===== config.mk =====
export PLATFORM = sky130hd
export DESIGN_NAME = rx_pkt_parser
export DESIGN_NICKNAME = d
export VERILOG_FILES = /design/src/rtl/rx_pkt_parser.sv
export SDC_FILE = /design/constraint.sdc
export NUM_CORES = 1
export LEC_CHECK = 0
export ABC_AREA = 0
export CAP_MARGIN = 20
export CORE_ASPECT_RATIO = 0.75
export CORE_UTILIZATION = 45
export CTS_BUF_LIST = sky130_fd_sc_hd__clkbuf_4 sky130_fd_sc_hd__clkbuf_8 sky130_fd_sc_hd__clkbuf_16
export DETAILED_ROUTE_END_ITERATION = 10
export DONT_BUFFER_PORTS = 1
export PLACE_DENSITY = 0.62
export SYNTH_ARGS = -nofsm -noshare
export SYNTH_HDL_FRONTEND = slang
export SYNTH_SLANG_ARGS = --single-unit

===== constraint.sdc =====
create_clock -name clk -period 2.5 [get_ports clk]
set_clock_uncertainty 0.15 [all_clocks]
set_input_delay 0.5 -clock clk [delete_from_list [all_inputs] [get_ports clk]]
set_output_delay 0.5 -clock clk [all_outputs]
set_load 0.03 [all_outputs]

===== src/rtl/rx_pkt_parser.sv =====
// rx_pkt_parser: receive-side packet parser feeding the node-info block.
// Consumes a word stream, decodes the packet type in word0, captures the
// fields that type carries into shadow registers, and on a well-formed packet
// publishes them as registered outputs together with a one-cycle en_MNI strobe.
// Malformed or unknown-type packets are consumed, discarded and counted.
module rx_pkt_parser #(
    parameter int WORD_WIDTH = 16,
    parameter int DROP_CNT_W = 8
) (
    input  logic                  clk,
    input  logic                  nrst,
    input  logic [WORD_WIDTH-1:0] data_in,
    input  logic                  data_valid,
    input  logic                  data_last,
    output logic                  data_ready,
    output logic                  en_MNI,
    output logic [2:0]            fPktType,
    output logic [WORD_WIDTH-1:0] hops,
    output logic [WORD_WIDTH-1:0] e_max,
    output logic [WORD_WIDTH-1:0] e_min,
    output logic [WORD_WIDTH-1:0] e_threshold,
    output logic [WORD_WIDTH-1:0] destinationID,
    output logic [WORD_WIDTH-1:0] timeslot,
    output logic [DROP_CNT_W-1:0] drop_cnt
);

    // ------------------------------------------------------------------
    // Packet types carried in word0[15:13]
    // ------------------------------------------------------------------
    localparam logic [2:0] T_HB   = 3'b000;
    localparam logic [2:0] T_CHE  = 3'b001;
    localparam logic [2:0] T_INV  = 3'b010;
    localparam logic [2:0] T_CHTS = 3'b100;
    localparam logic [2:0] T_DATA = 3'b101;
    localparam logic [2:0] T_NONE = 3'b111;

    typedef enum logic [2:0] {
        S_IDLE,
        S_HDR,
        S_FIELDS,
        S_DROP,
        S_COMMIT
    } state_e;

    // Index of the final word of a packet of the given type (word0 = index 0).
    function automatic logic [2:0] last_idx(input logic [2:0] t);
        case (t)
            T_HB:          last_idx = 3'd5;
            T_CHE, T_INV:  last_idx = 3'd2;
            T_CHTS, T_DATA: last_idx = 3'd4;
            default:       last_idx = 3'd0;
        endcase
    endfunction

    function automatic logic type_ok(input logic [2:0] t);
        case (t)
            T_HB, T_CHE, T_INV, T_CHTS, T_DATA: type_ok = 1'b1;
            default:                            type_ok = 1'b0;
        endcase
    endfunction

    // ------------------------------------------------------------------
    // State
    // ------------------------------------------------------------------
    state_e                state_q,   state_d;
    logic [2:0]            ptype_q,   ptype_d;   // type of the packet in flight
    logic [2:0]            cnt_q,     cnt_d;     // index of the next word expected
    logic                  good_q,    good_d;    // DROP is swallowing extras of a complete packet

    // Shadow copies, filled while the packet streams in
    logic [WORD_WIDTH-1:0] sh_hops_q, sh_hops_d;
    logic [WORD_WIDTH-1:0] sh_emax_q, sh_emax_d;
    logic [WORD_WIDTH-1:0] sh_emin_q, sh_emin_d;
    logic [WORD_WIDTH-1:0] sh_thr_q,  sh_thr_d;
    logic [WORD_WIDTH-1:0] sh_dest_q, sh_dest_d;
    logic [WORD_WIDTH-1:0] sh_ts_q,   sh_ts_d;

    // Published outputs
    logic                  ready_q,   ready_d;
    logic                  en_q,      en_d;
    logic [2:0]            ftype_q,   ftype_d;
    logic [WORD_WIDTH-1:0] hops_q,    hops_d;
    logic [WORD_WIDTH-1:0] emax_q,    emax_d;
    logic [WORD_WIDTH-1:0] emin_q,    emin_d;
    logic [WORD_WIDTH-1:0] thr_q,     thr_d;
    logic [WORD_WIDTH-1:0] dest_q,    dest_d;
    logic [WORD_WIDTH-1:0] ts_q,      ts_d;
    logic [DROP_CNT_W-1:0] drop_q,    drop_d;

    logic                  accept;
    logic                  commit;
    logic                  drop_inc;
    logic [2:0]            word_type;

    assign accept    = data_valid && ready_q;
    assign word_type = data_in[WORD_WIDTH-1 -: 3];

    // Next-state, shadow capture and commit/drop decisions
    always_comb begin
        // NOTE: every variable assigned here gets a default first, so no path
        // can leave one unassigned and infer a latch.
        state_d   = state_q;
        ptype_d   = ptype_q;
        cnt_d     = cnt_q;
        good_d    = good_q;
        sh_hops_d = sh_hops_q;
        sh_emax_d = sh_emax_q;
        sh_emin_d = sh_emin_q;
        sh_thr_d  = sh_thr_q;
        sh_dest_d = sh_dest_q;
        sh_ts_d   = sh_ts_q;
        ready_d   = 1'b1;
        en_d      = 1'b0;
        ftype_d   = ftype_q;
        hops_d    = hops_q;
        emax_d    = emax_q;
        emin_d    = emin_q;
        thr_d     = thr_q;
        dest_d    = dest_q;
        ts_d      = ts_q;
        drop_d    = drop_q;
        commit    = 1'b0;
        drop_inc  = 1'b0;

        case (state_q)
            S_IDLE: begin
                if (accept) begin
                    ptype_d = word_type;
                    good_d  = 1'b0;
                    if (data_last) begin
                        // A one-word packet is malformed whatever its type.
                        drop_inc = 1'b1;
                    end else if (type_ok(word_type)) begin
                        state_d = S_HDR;
                        cnt_d   = 3'd1;
                    end else begin
                        state_d = S_DROP;
                    end
                end
            end

            S_HDR: begin
                // sourceID is consumed and discarded.
                if (accept) begin
                    if (data_last) begin
                        drop_inc = 1'b1;
                        state_d  = S_IDLE;
                    end else begin
                        state_d = S_FIELDS;
                        cnt_d   = 3'd2;
                    end
                end
            end

            S_FIELDS: begin
                if (accept) begin
                    case (ptype_q)
                        T_HB: begin
                            case (cnt_q)
                                3'd2:    sh_hops_d = data_in;
                                3'd3:    sh_emax_d = data_in;
                                3'd4:    sh_emin_d = data_in;
                                3'd5:    sh_thr_d  = data_in;
                                default: ;
                            endcase
                        end
                        T_CHE, T_INV: begin
                            if (cnt_q == 3'd2) sh_dest_d = data_in;
                        end
                        T_CHTS: begin
                            case (cnt_q)
                                3'd2:    sh_dest_d = data_in;
                                3'd3:    sh_hops_d = data_in;
                                3'd4:    sh_ts_d   = data_in;
                                default: ;
                            endcase
                        end
                        T_DATA: begin
                            // word4 is payload and is not captured.
                            case (cnt_q)
                                3'd2:    sh_dest_d = data_in;
                                3'd3:    sh_hops_d = data_in;
                                default: ;
                            endcase
                        end
                        default: ;
                    endcase

                    if (data_last) begin
                        if (cnt_q == last_idx(ptype_q)) begin
                            commit = 1'b1;
                        end else begin
                            drop_inc = 1'b1;
                            state_d  = S_IDLE;
                        end
                    end else if (cnt_q == last_idx(ptype_q)) begin
                        // Complete packet with trailing words: swallow them,
                        // then commit on data_last.
                        state_d = S_DROP;
                        good_d  = 1'b1;
                    end else begin
                        cnt_d = cnt_q + 3'd1;
                    end
                end
            end

            S_DROP: begin
                if (accept && data_last) begin
                    if (good_q) begin
                        commit = 1'b1;
                    end else begin
                        drop_inc = 1'b1;
                        state_d  = S_IDLE;
                    end
                end
            end

            S_COMMIT: begin
                state_d = S_IDLE;
            end

            default: begin
                state_d = S_IDLE;
            end
        endcase

        // Publish on the same edge that accepts the last word, so the strobe
        // and the fields are visible in the COMMIT cycle that follows.
        if (commit) begin
            state_d = S_COMMIT;
            ready_d = 1'b0;
            en_d    = 1'b1;
            ftype_d = ptype_q;
            case (ptype_q)
                T_HB: begin
                    hops_d = sh_hops_d;
                    emax_d = sh_emax_d;
                    emin_d = sh_emin_d;
                    thr_d  = sh_thr_d;
                end
                T_CHE, T_INV: begin
                    dest_d = sh_dest_d;
                end
                T_CHTS: begin
                    dest_d = sh_dest_d;
                    hops_d = sh_hops_d;
                    ts_d   = sh_ts_d;
                end
                T_DATA: begin
                    dest_d = sh_dest_d;
                    hops_d = sh_hops_d;
                end
                default: ;
            endcase
        end

        // Saturating drop counter.
        if (drop_inc && (drop_q != {DROP_CNT_W{1'b1}})) begin
            drop_d = drop_q + DROP_CNT_W'(1);
        end
    end

    // State and output registers; reset abandons any partial packet
    always_ff @(posedge clk or negedge nrst) begin
        if (!nrst) begin
            state_q   <= S_IDLE;
            ptype_q   <= T_NONE;
            cnt_q     <= '0;
            good_q    <= 1'b0;
            sh_hops_q <= '0;
            sh_emax_q <= '0;
            sh_emin_q <= '0;
            sh_thr_q  <= '0;
            sh_dest_q <= '0;
            sh_ts_q   <= '0;
            ready_q   <= 1'b1;
            en_q      <= 1'b0;
            ftype_q   <= T_NONE;
            hops_q    <= '0;
            emax_q    <= '0;
            emin_q    <= '0;
            thr_q     <= '0;
            dest_q    <= '0;
            ts_q      <= '0;
            drop_q    <= '0;
        end else begin
            // NOTE: non-blocking assignments here so every register samples
            // the pre-edge value of the others, independent of statement order.
            state_q   <= state_d;
            ptype_q   <= ptype_d;
            cnt_q     <= cnt_d;
            good_q    <= good_d;
            sh_hops_q <= sh_hops_d;
            sh_emax_q <= sh_emax_d;
            sh_emin_q <= sh_emin_d;
            sh_thr_q  <= sh_thr_d;
            sh_dest_q <= sh_dest_d;
            sh_ts_q   <= sh_ts_d;
            ready_q   <= ready_d;
            en_q      <= en_d;
            ftype_q   <= ftype_d;
            hops_q    <= hops_d;
            emax_q    <= emax_d;
            emin_q    <= emin_d;
            thr_q     <= thr_d;
            dest_q    <= dest_d;
            ts_q      <= ts_d;
            drop_q    <= drop_d;
        end
    end

    assign data_ready    = ready_q;
    assign en_MNI        = en_q;
    assign fPktType      = ftype_q;
    assign hops          = hops_q;
    assign e_max         = emax_q;
    assign e_min         = emin_q;
    assign e_threshold   = thr_q;
    assign destinationID = dest_q;
    assign timeslot      = ts_q;
    assign drop_cnt      = drop_q;

endmodule


# Word level (Yosys, flattened, before mapping)
# Index checks and enable logic that the tools add are counted.
[word_totals]
register_bits = 215
input_bits = 20
out_inout_bits = 109
word_cells = 158
[classes]
addsub = 2
eq_ne = 35
mux = 79
reduce_logical = 22
[ops]
columns = ["operator", "count"]
rows = [
  ["two-way mux 16 bit", 24],
  ["two-way mux 3 bit", 24],
  ["case mux 16 bit (2 select lines)", 1],
  ["two-way mux 1 bit", 22],
  ["== test 3 x 2 -> 1 bit (second input constant)", 6],
  ["== test 3 bit (second input constant)", 6],
  ["!= test 3 bit (second input constant)", 6],
  ["case mux 3 bit (3 select lines)", 2],
  ["!= test 2 bit (second input constant)", 8],
  ["case mux 3 bit (4 select lines)", 1],
  ["AND reduction 2 bit", 5],
  ["== test 3 x 1 -> 1 bit (second input constant)", 3],
  ["zero test 3 bit", 3],
  ["AND reduction 9 bit", 1],
  ["adder 8 x 1 -> 8 bit (second input constant)", 1],
  ["!= test 4 bit (second input constant)", 2],
  ["!= test 8 bit (second input constant)", 1],
  ["AND reduction 8 bit", 1],
  ["== test 3 bit", 2],
  ["OR reduction 2 bit", 3],
  ["AND reduction 5 bit", 1],
  ["OR reduction 5 bit", 1],
  ["two-way mux 2 bit", 2],
  ["case mux 1 bit (2 select lines)", 2],
  ["8 further kinds", 10],
]

# Logic depth before layout (Yosys ltp)
[logic_depth]
ltp_word = 13
ltp_mapped = 10

# Least setup slack after synthesis
# No wires, ideal clock.
[synth_timing]
path_type = "reg2reg"
startpoint = "register state_q[0]"
endpoint = "register emin_q[11], in the netlist e_min[11]"
arrival_ns = 2.262
t_required_ns = 2.222
setup_slack_ns = -0.039
path_stages_with_launch = 10
synth_period_minus_slack_ns = 2.539
cell_sequence = "dfrtp_1 buf_6 or3b_4 nor2_4 and2_4 and3_1 buf_4 buf_4 mux2_2 mux2_1"
[synth_between]
word_cells_on_any_way = 5
[synth_lines]
columns = ["item", "line", "text"]
rows = [
  ["from (decl)", "65", "state_e state_q, state_d;"],
  ["from (signal assigned)", "289", "state_q <= state_d;"],
  ["== test 3 x 2 -> 1 bit", "125", "case (state_q)"],
  ["two-way mux 16 bit", "125", ""],
  ["net sh_emin_d[11]", "73", "logic [WORD_WIDTH-1:0] sh_emin_q, sh_emin_d;"],
  ["to (signal assigned)", "304", "emin_q <= emin_d;"],
  ["to (decl)", "84", "logic [WORD_WIDTH-1:0] emin_q, emin_d;"],
]
# The timed path passes the listed nets, and every way through them passes these cells.
# A chain may end at the register's enable or synchronous reset.

# Worst setup path in the final report
[layout_timing]
startpoint = "register state_q[2]"
endpoint = "register emin_q[7], in the netlist e_min[7]"
# The elaborated chain is that of the path after synthesis.

==> metrics.md <==
| Metric | Value |
|---|---|
| Status | `complete, but fails checks` |
| Failing checks | `hold timing` |
| Period Utilization, post-route | `99.1%` |
| Worst-path clk slew | `0.06 ns` |
| Arr. time, crit path | `around 2.7 ns` |
| Pin count of the biggest net entering global routing | `216` |
| Post-synthesis cell count | `around 610` |
| IO buf count | `0` |
| Setup crit start kind | `flop` |
| Total negative slack | `0 ns` |
| Share of layout cells above drive strength 1 | `41.7%` |
| Hold Violations, Final | `214` |
| Worst Hold Class | `input port to asynchronous set/reset pin` |
| Total GRT Usage | `20.8%` |
| Worst R2R End | `e_min[7]` |
| Core area | `0.0194 mm^2` |
| DR vias | `roughly 5,100` |
| Num Clock Sinks | `215` |
| Number of global-route vias before repair | `5,412` |
| Routed Antenna Nets | `0` |
| Full die area | `0.0204 mm^2` |
| Final HPWL DP | `13.0 mm` |
| Die X | `164 um` |
| Gr ovfl total | `0` |
| #FFs+latches synth | `215` |
| Critical path class | `flop to flop` |
| Post-synthesis net count | `roughly 640` |
| Flop2flop setup slack | `0.02 ns` |
| Clk buf depth | `3` |
| Crit path launch | `state_q[2]` |
| Fraction of registers with async set/reset | `100%` |
| PD cells | `1000 mW/mm^2` |
| Number of nets in the layout | `690` |
| Critical Path Sink Type | `flop` |
| # rows | `44` |
| Seq/Total Area, Yosys | `60.5%` |
| Final Max Tran Viols | `0` |
| Clk_lat worst skew | `approximately 0.5 ns` |
| Worst r2r path cells | `7` |
| Final RePlAce weighted congestion | `0.849` |
| Post-Syn Area | `0.00890 mm^2` |
| Initial antenna violation count | `1` |
| Final setup viols | `0` |
| Min Tclk post-route | `2.48 ns` |
| RSZ-0062 raised after global routing | `yes` |
| Worst R2R Start | `state_q[2]` |
| Mean Syn Cell Area | `14.6 um^2` |
| Worst IR drop on VDD | `0.000633 V` |
| Worst relative slew slack | `54.7%` |
| Max cap viols | `0` |
| Clk root buf | `clkbuf_16` |
| Drc violations | `0` |
| Peak Freq | `a little over 0.4 GHz` |
| Ys Warns | `0` |
| Main synth FF type | `dfrtp_1` |
| CP max FO | `8` |
| Num CTS Buffers | `22` |
| Placed Cells | `867` |
| IO Pins | `129` |
| First-pass detailed-route iteration total | `5` |
| First-pass GRT wire length | `approximately 32 mm` |
| CTS tree | `done` |
| # H-tree levels | `1` |
| Util after Layout | `54.1%` |
| EDFF count, synth | `0` |
| First DRT Iteration DRCs | `between 200 and 300` |
| Syn-to-layout area delta | `17.7%` |
| Detailed-route wire length | `21.1 mm` |
| ANT cells | `0` |
| Per-cell routed wire length | `22.6 um` |
| Vias/cell | `between 5 and 6` |
| Worst setup path endpoint | `e_min[7]` |
| Worst EP required | `2.74 ns` |
| Non-filler cells, final | `932` |
| Tightest Pin Transition | `0.679 ns` |
| WHS | `-0.456 ns` |
| Static Leakage | `5.20 nW` |
| Starting density of the core | `45.9%` |
| Die height | `about 120 um` |
| Count of different cell masters after synthesis | `57` |
==> area by class of cell <==
cell class / count / area, um^2
multi-input cells: 355 / 3310
well taps: 253 / 317
clock inverters: 14 / 209
repair buffers: 61 / 638
flip-flops and latches: 215 / 5390
clock buffers: 25 / 586
fillers: 1579 / 8900
inverters: 9 / 33.8
==> per-layer routing <==
| layer | routed length (um) | track usage (%) | vias to the layer above |
|---|---|---|---|
| met5 | 13 | 0 | - |
| met4 | 330 | 4.59 | 2 |
| met3 | 1730 | 6.63 | 29 |
| met2 | 9150 | 30.4 | 150 |
| met1 | 9820 | 30.3 | 2655 |
| li1 | - | - | 2275 |
==> cells in the final DEF (no fill, tap or decap), types with 4 or more instances in the layout <==
master / count
clkbuf_16: 23
nand2b_1: 4
nand2_1: 31
o21ai_0: 18
mux2_4: 20
buf_4: 26
mux2_1: 9
dfstp_2: 7
buf_12: 8
nor3_1: 5
a22oi_1: 16
nor2b_1: 12
xnor2_1: 6
inv_1: 8
a21oi_1: 6
nor2_1: 8
clkinv_2: 7
dfrtp_1: 207
ha_1: 6
mux2_2: 154
dlygate4sd3_1: 23
o21ai_1: 13
nand3_1: 5
bufinv_16: 5
==> report_power, final <==
group          switching, mW  internal, mW  total (mW)
Sequential             0.723          4.12        4.85
Clock                   1.37          2.20        3.58
Combinational           1.08         0.987        2.07
==> worst max-delay path, cell delays in order, from the launching register on <==
cell       delay (ns)
dfrtp_1          0.39
or3b_4           0.43
nor2_4           0.16
and2_4           0.20
and3_4           0.24
clkbuf_16        0.19
mux2_2           0.35
mux2_2           0.26
==> kinds of logic after synthesis <==
logic type	Yosys count	synth area share [%]
AO/OA/AOI/OAI	68	5.17
XOR/XNOR	9	0.886
adder cells (fa/ha/maj)	6	0.843
buffers and inverters	39	3.15
flip-flops	215	60.5
multiplexers	183	23.6
AND/OR/NAND/NOR	89	5.85
==> cells in the mapped netlist (all sizes together), types with 2 or more instances <==
cell type	count	area, um^2
nor2b	13	81.3
nand4	2	12.5
dfrtp	208	5200
and3	3	18.8
ha	6	75.1
inv	9	33.8
nor3b	2	20.0
nand2b	4	25.0
and2	2	16.3
nand3	7	47.6
nand2	33	131
a21oi	6	30.0
buf	25	228
nor3	6	41.3
a22oi	16	120
o21ai	33	180
clkbuf	5	18.8
a31oi	2	27.5
dfstp	7	184
xor2	3	26.3
mux2	183	2100
or3	2	12.5
xnor2	6	52.6
nor2	9	41.3
o211ai	2	15.0
==> worst min-delay path by stage <==
stage / slack, ns / endpoint / depth (start not counted)
2_1_floorplan: 0.05 / cnt_q[0] / 0
3_3_place_gp: 0.06 / en_MNI / 0
3_5_place_dp: 0.06 / en_MNI / 0
4_1_cts: -0.47 / en_MNI / 0
5_1_grt: -0.48 / good_q / 0
6_report: -0.46 / en_MNI / 0
==> flip-flops by register name, summed over array words and instances, names as in the netlist, 3 cells and up <==
| register | flops |
|---|---|
| cnt_q | 3 |
| destinationID | 16 |
| drop_cnt | 8 |
| e_max | 16 |
| e_min | 16 |
| e_threshold | 16 |
| fPktType | 3 |
| hops | 16 |
| ptype_q | 3 |
| sh_dest_q | 16 |
| sh_emax_q | 16 |
| sh_emin_q | 16 |
| sh_hops_q | 16 |
| sh_thr_q | 16 |
| sh_ts_q | 16 |
| state_q | 3 |
| timeslot | 16 |
==> per-stage QoR <==
step	worst slack [ns]	cell area, um^2	power [mW]
global placement	0.0427	9340	6.73
floorplan	-0.0101	8920	6.28
global route	-0.0191	10500	11.0
finish	0.0214	10500	10.5
detailed placement	-0.0198	9340	6.86
CTS	0.0284	10300	10.5
==> what timing repair did <==
action                                 CTS  global route
gates cloned                             0             2
hold buffers                            16             7
buffers inserted                         1             0
endpoints found under the hold margin  255           223
pin swaps                                1             7
setup endpoints to repair                3            59
gates resized for setup                  0            26
No activity file was read; power rests on OpenSTA's default activity.
